### src/rtl/stub_pkg.sv
// Shared types for the two-port round-robin resource arbiter.
// Holds FSM state encoding, requester identity and the default data width.
package stub_pkg;

  localparam int unsigned DATA_W_DEF = 8;

  typedef enum logic [1:0] {
    ST_IDLE,
    ST_SEND,
    ST_WAIT
  } arb_state_e;

  typedef enum logic {
    REQ_VIP,
    REQ_KELVIN
  } req_id_e;

endpackage

### src/rtl/rr_arb2.sv
// Two-input round-robin grant: sole valid requester wins, a tie goes to the
// requester that did not win last time. Purely combinational.
module rr_arb2
  import stub_pkg::*;
(
  input  logic    i_valid_vip,
  input  logic    i_valid_kelvin,
  input  req_id_e i_last_grant,
  output logic    o_grant_valid_c,
  output req_id_e o_grant_c
);

  always_comb begin
    o_grant_valid_c = i_valid_vip | i_valid_kelvin;
    o_grant_c       = REQ_VIP;
    if (i_valid_vip && i_valid_kelvin) begin
      o_grant_c = (i_last_grant == REQ_VIP) ? REQ_KELVIN : REQ_VIP;
    end else if (i_valid_kelvin) begin
      o_grant_c = REQ_KELVIN;
    end
  end

endmodule

### src/rtl/stub_arbiter.sv
// Shares one request/response resource between the vip_test and kelvin ports,
// one transaction in flight, with a response timeout that returns zero data.
module stub_arbiter
  import stub_pkg::*;
#(
  parameter int unsigned DATA_W      = DATA_W_DEF,
  parameter int unsigned TIMEOUT_CYC = 255
) (
  input  logic              clk,
  input  logic              rst_n,
  input  logic              valid_i,
  input  logic [DATA_W-1:0] data_i,
  output logic              ready_o,
  output logic [DATA_W-1:0] data_o,
  output logic              rsp_valid_o,
  input  logic              kelvin_valid_i,
  input  logic [DATA_W-1:0] kelvin_data_i,
  output logic              kelvin_ready_o,
  output logic [DATA_W-1:0] kelvin_data_o,
  output logic              kelvin_rsp_valid_o,
  output logic              res_valid_o,
  output logic [DATA_W-1:0] res_data_o,
  input  logic              res_ready_i,
  input  logic              res_rsp_valid_i,
  input  logic [DATA_W-1:0] res_rsp_data_i,
  output logic              busy_o,
  output logic              timeout_o
);

  localparam int unsigned TMR_W = $clog2(TIMEOUT_CYC + 1);
  localparam logic [TMR_W-1:0] TMR_LAST = TMR_W'(TIMEOUT_CYC - 1);

  arb_state_e        r_state,      w_state_nxt;
  req_id_e           r_owner,      w_owner_nxt;
  req_id_e           r_last_grant, w_last_nxt;
  logic [TMR_W-1:0]  r_timer,      w_timer_nxt;
  logic              r_res_valid,  w_res_valid_nxt;
  logic [DATA_W-1:0] r_res_data,   w_res_data_nxt;
  logic [DATA_W-1:0] r_data_vip,   w_data_vip_nxt;
  logic [DATA_W-1:0] r_data_kel,   w_data_kel_nxt;
  logic              r_rsp_vip,    w_rsp_vip_nxt;
  logic              r_rsp_kel,    w_rsp_kel_nxt;
  logic              r_timeout,    w_timeout_nxt;
  logic              r_busy,       w_busy_nxt;
  logic [DATA_W-1:0] w_rsp_data;

  logic    w_grant_valid;
  req_id_e w_grant;
  logic    w_accept;

  rr_arb2 u_rr_arb2 (
    .i_valid_vip     (valid_i),
    .i_valid_kelvin  (kelvin_valid_i),
    .i_last_grant    (r_last_grant),
    .o_grant_valid_c (w_grant_valid),
    .o_grant_c       (w_grant)
  );

  // Handshake is only offered in IDLE, and only to the current winner.
  assign w_accept       = (r_state == ST_IDLE) && w_grant_valid;
  assign ready_o        = w_accept && (w_grant == REQ_VIP);
  assign kelvin_ready_o = w_accept && (w_grant == REQ_KELVIN);

  always_ff @(posedge clk or negedge rst_n) begin
    if (!rst_n) begin
      r_state      <= ST_IDLE;
      r_owner      <= REQ_VIP;
      r_last_grant <= REQ_KELVIN;
      r_timer      <= '0;
      r_res_valid  <= 1'b0;
      r_res_data   <= '0;
      r_data_vip   <= '0;
      r_data_kel   <= '0;
      r_rsp_vip    <= 1'b0;
      r_rsp_kel    <= 1'b0;
      r_timeout    <= 1'b0;
      r_busy       <= 1'b0;
    end else begin
      r_state      <= w_state_nxt;
      r_owner      <= w_owner_nxt;
      r_last_grant <= w_last_nxt;
      r_timer      <= w_timer_nxt;
      r_res_valid  <= w_res_valid_nxt;
      r_res_data   <= w_res_data_nxt;
      r_data_vip   <= w_data_vip_nxt;
      r_data_kel   <= w_data_kel_nxt;
      r_rsp_vip    <= w_rsp_vip_nxt;
      r_rsp_kel    <= w_rsp_kel_nxt;
      r_timeout    <= w_timeout_nxt;
      r_busy       <= w_busy_nxt;
    end
  end

  // Next-state and registered-output logic; pulses default low every cycle.
  always_comb begin
    w_state_nxt     = r_state;
    w_owner_nxt     = r_owner;
    w_last_nxt      = r_last_grant;
    w_timer_nxt     = r_timer;
    w_res_valid_nxt = r_res_valid;
    w_res_data_nxt  = r_res_data;
    w_data_vip_nxt  = r_data_vip;
    w_data_kel_nxt  = r_data_kel;
    w_rsp_vip_nxt   = 1'b0;
    w_rsp_kel_nxt   = 1'b0;
    w_timeout_nxt   = 1'b0;
    w_rsp_data      = '0;

    case (r_state)
      ST_IDLE: begin
        if (w_accept) begin
          w_res_data_nxt  = (w_grant == REQ_VIP) ? data_i : kelvin_data_i;
          w_owner_nxt     = w_grant;
          w_last_nxt      = w_grant;
          w_res_valid_nxt = 1'b1;
          w_state_nxt     = ST_SEND;
        end
      end
      ST_SEND: begin
        if (res_ready_i) begin
          w_res_valid_nxt = 1'b0;
          w_timer_nxt     = '0;
          w_state_nxt     = ST_WAIT;
        end
      end
      ST_WAIT: begin
        w_timer_nxt = r_timer + TMR_W'(1);
        // A response arriving on the last allowed cycle beats the timeout.
        if (res_rsp_valid_i || (r_timer == TMR_LAST)) begin
          w_rsp_data    = res_rsp_valid_i ? res_rsp_data_i : '0;
          w_timeout_nxt = !res_rsp_valid_i;
          if (r_owner == REQ_VIP) begin
            w_data_vip_nxt = w_rsp_data;
            w_rsp_vip_nxt  = 1'b1;
          end else begin
            w_data_kel_nxt = w_rsp_data;
            w_rsp_kel_nxt  = 1'b1;
          end
          w_state_nxt = ST_IDLE;
        end
      end
      default: begin
        w_state_nxt = ST_IDLE;
      end
    endcase

    w_busy_nxt = (w_state_nxt != ST_IDLE);
  end

  assign data_o             = r_data_vip;
  assign rsp_valid_o        = r_rsp_vip;
  assign kelvin_data_o      = r_data_kel;
  assign kelvin_rsp_valid_o = r_rsp_kel;
  assign res_valid_o        = r_res_valid;
  assign res_data_o         = r_res_data;
  assign busy_o             = r_busy;
  assign timeout_o          = r_timeout;

endmodule
### config.mk
export PLATFORM = sky130hd
export DESIGN_NAME = stub_arbiter
export DESIGN_NICKNAME = d
export VERILOG_FILES = /design/src/rtl/stub_pkg.sv /design/src/rtl/rr_arb2.sv /design/src/rtl/stub_arbiter.sv
export SDC_FILE = /design/constraint.sdc
export NUM_CORES = 1
export LEC_CHECK = 0
export CELL_PAD_IN_SITES_DETAIL_PLACEMENT = 1
export CELL_PAD_IN_SITES_GLOBAL_PLACEMENT = 2
export CORE_UTILIZATION = 28
export DETAILED_ROUTE_END_ITERATION = 8
export PLACE_DENSITY_LB_ADDON = 0.1
export SETUP_SLACK_MARGIN = 0.02
export SLEW_MARGIN = 20
export SYNTH_ARGS = -nofsm -noshare
export SYNTH_HDL_FRONTEND = slang
export SYNTH_SLANG_ARGS = --single-unit
export TNS_END_PERCENT = 50
### constraint.sdc
create_clock -name clk -period 1.8 [get_ports clk]
set_input_delay 0.36 -clock clk [delete_from_list [all_inputs] [get_ports clk]]
set_output_delay 0.36 -clock clk [all_outputs]
set_load 0.05 [all_outputs]
==> metrics <==
status=complete, no violations; Reg-to-Reg Start=r_state[0]$_DFF_PN0_; final WL=5620 µm; IO Port Bufs=60; startpoint types=flop; CP Data Required Time=1440 ps; Setup CP Type=reg -> out; post-synthesis adder-cell area fraction=1.29%; post-synth cell types=39; DR pass1 iterations=4; RSZ-0062 raised after global routing=false; Post-Synthesis Cell Area=1940 µm²; Leak=1.18 nW; Die X=85.3 µm; Synth Area per Inst=11.0 µm²; GR Util All Layers=16.0%; number of global-route vias before repair=1822; list of most frequent post-synthesis cells=40 x dfrtp_1, 18 x nand2b_1, 15 x a22oi_1; P&R area growth vs syn=42.1%; Setup Skew=6.64 ps; synth warn=0; I/O pins=61; relative slew slack=61.5%; DRT antenna net count=0; Final Non-Filler Cells=322; Vias/cell=5.30; clk sinks=41; Worst path top cell family by delay=flip-flops; share of Yosys cell area claimed by the top area cell type=51.5%; Placeable Area=6530 µm²; critical path cell sequence=nand2b_1 -> and3_4 -> buf_12; CTS Buffer Depth=2; H-tree Lvls=2; share of cells above drive strength 1=26.5%; GRT busiest layer=met2; Overflow after GRT=0; Die ar.=7280 µm²; mux share of post-synthesis cell area=2.58%; hpwl dp=4080 µm; FF-to-FF path depth=4; max-cap violation count=0; Final Max Slew Viols=0; drt drc=0; worst stage delay on the critical path=560 ps; FFs w/ async S/R, synth=100%; num rows=29; Post-synth EDFFs=0; flops & latches, synth=41; drt wl/cell=17.5 µm; met3 Use GR=3.70%; Finished Core Util=42.3%; CP arrival=1360 ps; Die Span Y=85.3 µm; syn nets=208; Post-Synthesis Cells=176; post-synthesis xor/xnor area fraction=0%; Hold Path Class=in -> async; final setup violation count=0; clk slew on worst S/H paths=80 ps; CTS tree=built; global placer's final weighted congestion=0.709; Main synth FF type=dfrtp_1; fin nets=276; VDD IR max=0.677 mV; main combinational cell family by area after synthesis=compound AO/OA/AOI/OAI gates; R2R Setup Slk=200 ps; Hold Vio Cnt, Final=0; largest net degree at the start of global routing=26; diode count=0; post-synthesis simple-gate area fraction=15.4%; root buffer cell=clkbuf_8; worst slew pin tran=578 ps; CP max stage cell=dfstp_2; Vias=1707; met2 Use GR=28.5%; Hold Worst Slack=49.9 ps; post-synth top area cell=dfrtp_1; dominant cells by area after synthesis=dfrtp_1 52%, a22oi_1 5.8%, nand2b_1 5.8%; DRT iter0 DRCs=70; Crit Path Max Fanout=6; CP endpoint kind=output pin; CP Buf/Inv Count=1; top-count cell post-synth=dfrtp_1; Initial Utilization=29.8%; Compound-Gate Fraction of Synth Area=23.6%; met1 Use GR=19.1%; initial antenna violation count=0; global-route wire length before repair=8980 µm; final cycle utilization of the critical path=95.3%; clock latency at the later pin of the worst-skew pair=300 ps; Min Clock Period, post-route=1720 ps; placed cells=313; CTS Buf Count=5; Power Density=1680 nW/µm²; Fmax achieved=583 MHz; Total Power=4.64 mW; reg2reg end=data_o[5]$_DFFE_PN0P_; post-synthesis sequential area ratio=52.9%
[layer usage]
layer  vias to the layer above  part of all wire [%]
li1                        790                     -
met1                       873                    43
met5                         -                     0
met2                        36                    53
met3                         8                   3.5
met4                         0                   1.2
[kinds of logic after synthesis]
group	Yosys count
flip-flops	41
multiplexers	5
buffers and inverters	16
adder cells (fa/ha/maj)	2
AND/OR/NAND/NOR	49
AO/OA/AOI/OAI	63
[final cells by class]
class	count	area (µm²)
fill	726	3770
clock buffer	5	68.8
clock inverter	3	65.1
multi-input combinational	119	841
timing repair buffer	75	656
inverter	2	7.51
sequential	41	1030
tap	77	96.3
[worst max-delay path by stage]
stage | from | endpoint | cells after the start
finish | r_last_grant$_DFFE_PN1P_ | ready_o | 3
global route | r_last_grant$_DFFE_PN1P_ | ready_o | 3
CTS | r_last_grant$_DFFE_PN1P_ | ready_o | 3
detailed placement | kelvin_valid_i | ready_o | 4
global placement | kelvin_valid_i | ready_o | 4
floorplan | r_last_grant$_DFFE_PN1P_ | ready_o | 3
[cell usage in the layout, fill, tap and decap left out, drive strengths merged, types with 2 or more instances in the layout]
master and n:
a21boi 8, a21o 2, a221o 8, a22oi 16, and3 2, buf 47
bufinv 2, clkbuf 5, clkdlybuf4s50 28, dfrtp 40, ha 2, inv 2
mux2i 5, nand2 8, nand2b 18, nand3 4, nand3b 3, nand4 3
nor2 2, nor3b 2, o21ai 18, o21ba 2, o31ai 3
[where the power goes]
part	internal (mW)	switching, mW
Clock	0.551	0.341
Combinational	0.888	1.43
Sequential	1.21	0.221
Total	2.65	1.99
[metrics by stage]
step                instance area [µm²]  setup slack, ps  TNS, ps
floorplan                          1940              105        0
global placement                   2610             7.77        0
finish                             2760             84.5        0
detailed placement                 2610            -77.6    -77.6
global route                       2760             33.0        0
CTS                                2750             27.5        0
[sequential cells by signal (all words and copies together) (netlist names)]
name,count
r_last_grant,1
rsp_valid_o,1
res_data_o,8
timeout_o,1
res_valid_o,1
data_o,8
r_owner,1
kelvin_data_o,8
busy_o,1
r_timer,8
r_state,2
kelvin_rsp_valid_o,1
[timing repair]
action | CTS | global route
hold buffers | 0 | 0
endpoints found under the setup margin | 2 | 2
gates resized for setup | 3 | 1
endpoints found under the hold margin | 0 | 0
buffers inserted | 0 | 1
No activity file was read; power rests on OpenSTA's default activity.
